File: config.mk
export PLATFORM = sky130hd
export DESIGN_NAME = keypad_scan_debounce
export DESIGN_NICKNAME = d
export VERILOG_FILES = /design/src/rtl/keypad_pkg.sv /design/src/rtl/col_sync.sv /design/src/rtl/keypad_scan_debounce.sv
export SDC_FILE = /design/constraint.sdc
export NUM_CORES = 1
export LEC_CHECK = 0
export CAP_MARGIN = 25
export CELL_PAD_IN_SITES_DETAIL_PLACEMENT = 0
export CELL_PAD_IN_SITES_GLOBAL_PLACEMENT = 1
export CORE_UTILIZATION = 40
export CTS_CLUSTER_SIZE = 14
export DETAILED_ROUTE_END_ITERATION = 12
export GPL_ROUTABILITY_DRIVEN = 0
export HOLD_SLACK_MARGIN = 0.1
export PLACE_DENSITY = 0.82
export SYNTH_ARGS = -nofsm -noshare
export SYNTH_HDL_FRONTEND = slang
export SYNTH_SLANG_ARGS = --single-unit
File: constraint.sdc
create_clock -name clk -period 4 [get_ports clk]
set_input_delay 0.8 -clock clk [delete_from_list [all_inputs] [get_ports clk]]
set_output_delay 0.8 -clock clk [all_outputs]
set_load 0.03 [all_outputs]
File: src/rtl/keypad_pkg.sv
// keypad_pkg: shared types and helpers for the keypad scanner.
//   scan_state_t : scanner FSM states
//   idx_width()  : bit width needed to index n items (at least 1)
package keypad_pkg;

  typedef enum logic [1:0] {
    SCAN        = 2'd0,
    DEB_PRESS   = 2'd1,
    HELD        = 2'd2,
    DEB_RELEASE = 2'd3
  } scan_state_t;

  function automatic int idx_width(input int n);
    return (n < 2) ? 1 : $clog2(n);
  endfunction

endpackage

File: src/rtl/col_sync.sv
// col_sync: two-flop synchroniser for the raw keypad column lines.
// Both stages reset to all-ones, which is the idle (no key) level of the
// active-low columns, so no phantom press is seen coming out of reset.
// Ports:
//   clk   in          system clock
//   reset in          asynchronous active-low reset
//   din   in  WIDTH   asynchronous column inputs
//   dout  out WIDTH   synchronised columns
module col_sync #(
  parameter int WIDTH = 4
) (
  input  logic             clk,
  input  logic             reset,
  input  logic [WIDTH-1:0] din,
  output logic [WIDTH-1:0] dout
);

  logic [WIDTH-1:0] meta;

  always_ff @(posedge clk or negedge reset) begin
    if (!reset) begin
      meta <= '1;
      dout <= '1;
    end else begin
      meta <= din;
      dout <= meta;
    end
  end

endmodule

File: src/rtl/keypad_scan_debounce.sv
// keypad_scan_debounce: row-scanning keypad controller with column
// synchroniser, press/release debounce, multi-key rejection and hold tracking.
// Ports:
//   clk       in            system clock
//   reset     in            asynchronous active-low reset
//   columns   in  NUM_COLS  raw active-low columns (idle all-ones)
//   rows      out NUM_ROWS  one-hot row drive; row i drives bit NUM_ROWS-1-i
//   key_valid out           one-cycle pulse on an accepted single-key press
//   key_row   out           row index of the last accepted key
//   key_col   out           column index of the last accepted key
//   key_code  out           {key_row, key_col}
//   key_held  out           high while the accepted key stays pressed
//   multi_key out           one-cycle pulse on a debounced multi-column press
// The FSM state is kept in the signal 'state' (scan_state_t) for probing.
module keypad_scan_debounce
  import keypad_pkg::*;
#(
  parameter int NUM_ROWS        = 4,
  parameter int NUM_COLS        = 4,
  parameter int DWELL_CYCLES    = 16,
  parameter int DEBOUNCE_CYCLES = 8,
  parameter bit ROW_ACTIVE_HIGH = 1'b1
) (
  input  logic                                               clk,
  input  logic                                               reset,
  input  logic [NUM_COLS-1:0]                                columns,
  output logic [NUM_ROWS-1:0]                                rows,
  output logic                                               key_valid,
  output logic [idx_width(NUM_ROWS)-1:0]                     key_row,
  output logic [idx_width(NUM_COLS)-1:0]                     key_col,
  output logic [idx_width(NUM_ROWS)+idx_width(NUM_COLS)-1:0] key_code,
  output logic                                               key_held,
  output logic                                               multi_key
);

  localparam int RW = idx_width(NUM_ROWS);
  localparam int CW = idx_width(NUM_COLS);
  localparam int DW = idx_width(DWELL_CYCLES);
  localparam int BW = idx_width(DEBOUNCE_CYCLES);

  localparam logic [DW-1:0] DWELL_LAST = DW'(DWELL_CYCLES - 1);
  localparam logic [BW-1:0] DEB_LAST   = BW'(DEBOUNCE_CYCLES - 1);
  localparam logic [RW-1:0] ROW_LAST   = RW'(NUM_ROWS - 1);

  // Row drive pattern for a given row index; row 0 is the MSB.
  function automatic logic [NUM_ROWS-1:0] row_drive(input logic [RW-1:0] idx);
    logic [NUM_ROWS-1:0] onehot;
    onehot = {1'b1, {(NUM_ROWS-1){1'b0}}} >> idx;
    return ROW_ACTIVE_HIGH ? onehot : ~onehot;
  endfunction

  // Index of the (single) low column; only meaningful for one-hot input.
  function automatic logic [CW-1:0] col_index(input logic [NUM_COLS-1:0] p);
    logic [CW-1:0] idx;
    idx = '0;
    for (int j = 0; j < NUM_COLS; j++) begin
      if (p[j]) idx = CW'(j);
    end
    return idx;
  endfunction

  logic [NUM_COLS-1:0] col_sync_q;
  logic [NUM_COLS-1:0] pressed;
  logic [NUM_COLS-1:0] snapshot;
  logic [RW-1:0]       row_idx;
  logic [RW-1:0]       row_next;
  logic [DW-1:0]       dwell_cnt;
  logic [BW-1:0]       deb_cnt;
  logic                single_key;
  scan_state_t         state;

  col_sync #(.WIDTH(NUM_COLS)) u_col_sync (
    .clk   (clk),
    .reset (reset),
    .din   (columns),
    .dout  (col_sync_q)
  );

  assign pressed    = ~col_sync_q;
  assign row_next   = (row_idx == ROW_LAST) ? '0 : row_idx + 1'b1;
  assign single_key = ($countones(snapshot) == 1);
  assign key_code   = {key_row, key_col};

  always_ff @(posedge clk or negedge reset) begin
    if (!reset) begin
      state     <= SCAN;
      row_idx   <= '0;
      rows      <= row_drive('0);
      dwell_cnt <= '0;
      deb_cnt   <= '0;
      snapshot  <= '0;
      key_valid <= 1'b0;
      key_row   <= '0;
      key_col   <= '0;
      key_held  <= 1'b0;
      multi_key <= 1'b0;
    end else begin
      key_valid <= 1'b0;
      multi_key <= 1'b0;
      case (state)
        SCAN: begin
          // Columns are only trusted at the end of the dwell, once the row
          // drive has settled and passed through the synchroniser.
          if (dwell_cnt == DWELL_LAST) begin
            if (pressed != '0) begin
              snapshot <= pressed;
              deb_cnt  <= '0;
              state    <= DEB_PRESS;
            end else begin
              row_idx   <= row_next;
              rows      <= row_drive(row_next);
              dwell_cnt <= '0;
            end
          end else begin
            dwell_cnt <= dwell_cnt + 1'b1;
          end
        end

        DEB_PRESS: begin
          if (pressed != snapshot) begin
            // Bounce: rescan the same row from the start of its dwell.
            state     <= SCAN;
            dwell_cnt <= '0;
          end else if (deb_cnt == DEB_LAST) begin
            state <= HELD;
            if (single_key) begin
              key_row   <= row_idx;
              key_col   <= col_index(snapshot);
              key_valid <= 1'b1;
              key_held  <= 1'b1;
            end else begin
              multi_key <= 1'b1;
            end
          end else begin
            deb_cnt <= deb_cnt + 1'b1;
          end
        end

        HELD: begin
          // Any pattern change short of full release is ignored here.
          if (pressed == '0) begin
            deb_cnt <= '0;
            state   <= DEB_RELEASE;
          end
        end

        DEB_RELEASE: begin
          if (pressed != '0) begin
            state <= HELD;
          end else if (deb_cnt == DEB_LAST) begin
            state     <= SCAN;
            row_idx   <= row_next;
            rows      <= row_drive(row_next);
            dwell_cnt <= '0;
            key_held  <= 1'b0;
          end else begin
            deb_cnt <= deb_cnt + 1'b1;
          end
        end

        default: state <= SCAN;
      endcase
    end
  end

endmodule

Yosys cells after proc, flatten, opt, wreduce, memory -nomap -nowiden --
Cells that the tools add are included. Widths: inputs -> output; s select.
Storage, ports and cells: register bits after elaboration 34, output and inout bits 15, bits of input ports 6, logic and storage cells 105
Cells by class: multiplexer cells 49, shift-type cells 1, reduce and logical (&&, ||, !) cells 13, add/subtract/negate cells 6, equality and inequality tests 21, bitwise gates (word level) 2
Operators by type and width (count):
- $mux 4 | 9
- $mux 2 | 14
- $ne 2x2->1 const B | 10
- $reduce_and 5->1 | 4
- $mux 3 | 6
- $mux 1 | 14
- $pmux 3 s4 | 1
- $pmux 4 s3 | 1
- $ne 3x3->1 const B | 3
- $pmux 2 s4 | 1
- $pmux 4 s2 | 1
- $eq 2x2->1 const B | 3
- $reduce_and 6->1 | 1
- $add 1x1->2 | 2
- $add 4x1->4 const B | 1
- $eq 4x4->1 const B | 1
- $logic_not 4->1 | 1
- $ne 4x4->1 | 1
- $not 4->4 | 1
- $pmux 2 s2 | 1
- $reduce_and 4->1 | 1
- $reduce_bool 2->1 | 2
- $reduce_bool 4->1 | 1
- $shr 4x2->4 const A | 1
- 11 further kinds | 11

Logic depth before layout (Yosys ltp) --
word-level depth 7, depth in mapped cells 9, mapped depth without buffers 9

Cells and area by module --
From an unflattened synthesis, not the netlist that was laid out.
Unflattened totals: cells, all modules 137, area total of the unflattened synthesis 1646.6 µm²
Modules (own cells, without submodules):
- keypad_scan_debounce | area each 1436.4 µm², cells each 129, times used 1, seq. area each 651.9 µm²
- col_sync | area each 210.2 µm², cells each 8, times used 1, seq. area each 210.2 µm²

Worst setup path before layout --
Ideal clock, no wire load.
path kind register to register, start reg snapshot[0], end reg key_col[0], buffers on the path 0, required time 3.875 ns, arrival time 2.338 ns, slack 1.538 ns, library setup time 0.125 ns, cell stages (with the launch flop) 10, clock period less this slack 2.462 ns, path through dfrtp_1 -> inv_1 -> fa_1 -> inv_1 -> ha_1 -> ha_1 -> nor2_1 -> nand2_1 -> nor4_4 -> mux2_2
Between the ends: word-level cells in the longest chain between the ends 4, elaborated cells on any way between the ends 6, those cells by class add/sub (2); eq/ne (2); bitwise (1); reduce/logical (1)
Ends and longest elaborated chain:
- start: declaration | line keypad_scan_debounce.sv:64 | logic [NUM_COLS-1:0] snapshot;
- start signal: assignment | line keypad_scan_debounce.sv:106 | snapshot <= pressed;
- $add 1x1->2 (not written as such) | line keypad_scan_debounce.sv:81 | assign single_key = ($countones(snapshot) == 1);
- $add 2x2->3 (not written as such) | line keypad_scan_debounce.sv:81
- $eq 3x1->1 | line keypad_scan_debounce.sv:81
- $reduce_and 4->1 (no source line) (*)
- end signal: assignment | line keypad_scan_debounce.sv:128 | key_col <= col_index(snapshot);
- end: declaration | line keypad_scan_debounce.sv:30 | output logic [idx_width(NUM_COLS)-1:0] key_col,
Mark *: on every way between the ends. The rest lies on a longest branch, timed or not. A chain may end at the register's enable or synchronous reset.

Final worst setup path --
start reg snapshot[0], end reg key_row[1]
Between the ends: word-level cells in the longest chain between the ends 4, elaborated cells on any way between the ends 6, those cells by class add/sub (2); eq/ne (2); bitwise (1); reduce/logical (1)
Ends and longest elaborated chain:
- $add 1x1->2 (not written as such) | line keypad_scan_debounce.sv:81
- $add 2x2->3 (not written as such) | line keypad_scan_debounce.sv:81
- $eq 3x1->1 | line keypad_scan_debounce.sv:81
- $reduce_and 4->1 (no source line) (*)
- end signal: assignment | line keypad_scan_debounce.sv:127 | key_row <= row_idx;
- end: declaration | line keypad_scan_debounce.sv:29 | output logic [idx_width(NUM_ROWS)-1:0] key_row,
Marked as above.

==> impl_results.rst <==
.. list-table::
   :header-rows: 1

   * - Metric
     - Value
   * - Overall fraction of global-route tracks in use
     - between 10% and 20%
   * - Average wire length per cell after detail routing
     - about 13 um
   * - Number of nets still failing antenna checks after routing
     - 0
   * - Total power after layout
     - 1.00 mW
   * - Worst path buffer plus inverter count
     - 2
   * - Buffer count from post-CTS setup fixing
     - 0
   * - Post-synth top area share
     - 38.2%
   * - Commonest register cell after synthesis
     - dfrtp_1
   * - Portion of the post-synthesis area used by sequential elements
     - a little over half
   * - Largest incremental delay on the critical path
     - 0.53 ns
   * - Share of synthesized cell area in full adder, half adder and majority cells
     - 8.85%
   * - Share of cells above drive strength 1
     - 18.6%
   * - CTS tree
     - built
   * - Required @ worst endpoint
     - between 4 and 5 ns
   * - Relative contribution of the clock network to total power
     - 23.8%
   * - Count of hold-fix buffers inserted at cts
     - 0
   * - Largest clock skew in the final design
     - 0.00235 ns
   * - Commonest cells in the synthesized netlist
     - 25 x dfrtp_1, 13 x nand2_1, 11 x o21ai_0
   * - Mapped cell area
     - 1640 sq um
   * - Area fraction in compound gates after synthesis
     - a little under a tenth
   * - Clock latency on the worst-skew pair
     - ~0.28 ns
   * - Number of nets in the synthesized netlist
     - 160
   * - Library cell with the highest instance count after synthesis
     - dfrtp_1
   * - Maximum frequency from static timing analysis
     - just under 400 MHz
   * - Reg-to-reg endpoint
     - key_row[1]
   * - Hold path startpoint
     - u_col_sync.meta[1]
   * - CP Capture Type
     - register
   * - Starting Density
     - approximately 43%
   * - Half-perimeter wire length of the detailed placement result
     - ~2000 um
   * - Chip Height
     - roughly 66 um
   * - # port buffers
     - 20
   * - Startpoint of the lowest-slack register-to-register path
     - snapshot[0]
   * - Fraction of power consumed by combinational cells
     - between 20 and 30%
   * - Die extent in x
     - between 60 and 70 um
   * - Slowest stage cell on the critical path
     - fa_1
   * - Run status
     - complete, no violations
   * - Post-route clock period utilization
     - around 65%
   * - Critical path's top delay family
     - adder cells
   * - Vias after detailed routing
     - approximately 1,100
   * - Synthesis Warnings
     - 0
   * - Simple-Gate Fraction of Synth Area
     - 13.7%
   * - Most area-hungry cell type in the Yosys netlist
     - dfrtp_1
   * - CP arrival
     - between 2 and 3 ns
   * - Worst slew margin relative to its limit
     - 58.2%
   * - Mean instance size in the synthesized netlist
     - between 10 and 15 sq um
   * - Hold Worst Slack
     - about 0.36 ns
   * - Final count of negative-setup-slack endpoints
     - 0
   * - Number of maximum-capacitance violations
     - 0
   * - Max-slew violation total from the final report
     - 0
   * - Psw
     - roughly 340 uW
   * - Number of H-tree levels
     - 2
   * - Shortest period the worst path allows
     - 2.59 ns
   * - Mapped Cells
     - approximately 140
   * - Synth unique cells
     - 36
   * - Slack of the worst reg-to-reg path
     - 1.41 ns
   * - TritonCTS Buffers
     - 5
   * - Least-Margin Pin Slew
     - roughly 0.63 ns
   * - GRT overflow
     - 0
   * - Top fanout value on the critical path
     - 6
   * - Worst Reg2Reg Path Length in Cells
     - 9
   * - Antenna diode instance count
     - 0
   * - Sequential fraction of design power
     - between 40% and 50%
   * - Clock-pin slew reported for the worst setup and hold paths after clock tree synthesis
     - approximately 0.07 ns
   * - Most area-consuming cells after synthesis
     - dfrtp_1 38%, dfstp_2 14%, ha_1 7.6%
   * - Number of remaining DRC errors
     - 0
   * - Path length in cells of the critical path
     - 9
   * - Xor-xnor portion of the synthesized cell area
     - 2.14%
   * - Num Clock Sinks
     - 34
   * - Wire length of the first global-routing pass
     - approximately 4800 um
   * - Pin count of the biggest net entering global routing
     - 19
   * - Type of the worst min-delay path
     - reg2reg
   * - Crit path from
     - snapshot[0]
   * - Ratio of total power to cell area
     - between 500 and 600 nW/um^2
   * - Worst voltage drop across the vdd grid
     - 0.000263 V
   * - Clk root buf
     - clkbuf_8
   * - Instance count along the most critical hold path
     - 0
   * - Number of global-route vias before repair
     - 1,057
   * - Number of violations reported at the end of detailed-routing iteration 0
     - 99
   * - Setup crit start kind
     - register
   * - Die Footprint
     - between 4000 and 5000 sq um
   * - Internal power
     - about 660 uW
   * - Share of flip-flops with an asynchronous set or reset after synthesis
     - 100%
   * - Unrepaired setup endpoints after global routing
     - false
   * - First drt pass iteration count
     - 4
   * - Final WL
     - 2690 um
   * - Lkg Pwr
     - 0.884 nW
   * - Switching fraction of total power
     - about a third
   * - Total core area
     - approximately 3800 sq um
   * - CP Class
     - reg2reg
   * - Resized Gates After CTS
     - 0
   * - Worst hold path endpoint
     - u_col_sync.dout[1]
   * - Vias per cell
     - about 5.0
   * - Combinational family with the most area after synthesis
     - simple AND/OR/NAND/NOR gates
   * - Layout area overhead
     - 20.9%
   * - Portion of netlist area occupied by mux cells
     - between 8 and 9%
   * - Setup total negative slack
     - 0 ns
   * - Std-Cell Rows
     - 22
   * - Bufs on Longest Clock Path
     - 2
   * - Cell chain of the critical path
     - inv_1, fa_1, inv_1, ha_1, ha_1, nor2_1, nand2_1, nor4_4, mux2_2
   * - Final hold vios
     - 0
   * - Antenna violations before repair
     - 0
   * - Nets
     - between 150 and 200
   * - Flops & latches, synth
     - 34
   * - I/O Pins
     - 21
   * - Number of enable flip-flop cells after synthesis
     - 0
-- stage by stage --
step	std cells	cell area (sq um)	utilization, %	setup WS, ns
2_1_floorplan	143	1640	-	1.54
3_3_place_gp	206	1870	49.3	1.47
3_5_place_dp	207	1900	50.0	1.37
4_1_cts	215	1980	52.2	1.38
5_1_grt	215	1980	52.2	1.28
6_report	215	1980	52.2	1.41
-- cells by family after synthesis --
family,count (synthesis)
AO/OA/AOI/OAI,24
XOR/XNOR,4
adder cells (fa/ha/maj),11
buffers and inverters,17
flip-flops,34
multiplexers,13
AND/OR/NAND/NOR,40
-- worst max path at each step --
stage	endpoint	slack (ns)
2_1_floorplan	key_col[0]	1.54
3_3_place_gp	key_row[0]	1.47
3_5_place_dp	key_col[0]	1.37
4_1_cts	key_col[0]	1.38
5_1_grt	key_row[1]	1.28
6_report	key_row[1]	1.41
-- cells in the final DEF (no fill, tap or decap), types with 2 or more instances in the layout --
master	count
xor2_1	4
clkdlybuf4s50_1	20
ha_1	10
o21ai_0	11
mux2_2	9
a21o_1	2
nand3_1	5
inv_1	10
nor3b_1	2
nor2_1	8
clkbuf_8	5
nand2_1	13
dfrtp_1	25
dfstp_2	9
mux2i_1	4
nand2b_1	2
clkinv_2	2
nor4b_1	2
a22oi_1	2
a21oi_1	2
buf_4	2
-- worst reg2reg max path: stages (launching register included) --
cell and delay [ns]:
dfrtp_1 0.39, inv_1 0.08, fa_1 0.53, inv_1 0.04
ha_1 0.17, ha_1 0.26, nor2_1 0.10, nand2_1 0.10
nor4_4 0.42, mux2_2 0.39
-- area by class of cell --
class / instances / area, sq um
inverters: 10 / 37.5
repair buffers: 23 / 243
fillers: 339 / 1820
clock buffers: 6 / 72.6
clock inverters: 2 / 10.0
well taps: 48 / 60.1
flip-flops and latches: 34 / 862
multi-input cells: 92 / 697
-- power by group through the flow --
| stage | clock network, mW | logic [mW] | registers [mW] |
|---|---|---|---|
| floorplan | 0 | 0.234 | 0.460 |
| global placement | 0 | 0.286 | 0.471 |
| detailed placement | 0 | 0.298 | 0.476 |
| CTS | 0.246 | 0.298 | 0.470 |
| global route | 0.261 | 0.339 | 0.480 |
| finish | 0.238 | 0.292 | 0.470 |
-- routing by layer --
| metal | routed length (um) | vias to the layer above | GRT usage, % |
|---|---|---|---|
| met1 | 1280 | 527 | 18.0 |
| met2 | 1270 | 19 | 23.2 |
| met5 | 0 | - | 0 |
| li1 | - | 535 | - |
| met3 | 111 | 4 | 6.72 |
| met4 | 31 | 0 | 5.59 |
-- flip-flops by register name, indices dropped and copies added (netlist names) --
signal / cells
multi_key: 1
key_valid: 1
snapshot: 4
dwell_cnt: 4
key_held: 1
deb_cnt: 3
u_col_sync.meta: 4
key_col: 2
row_idx: 2
rows: 4
u_col_sync.dout: 4
key_row: 2
state: 2
Power figures use the tool's default switching activity.
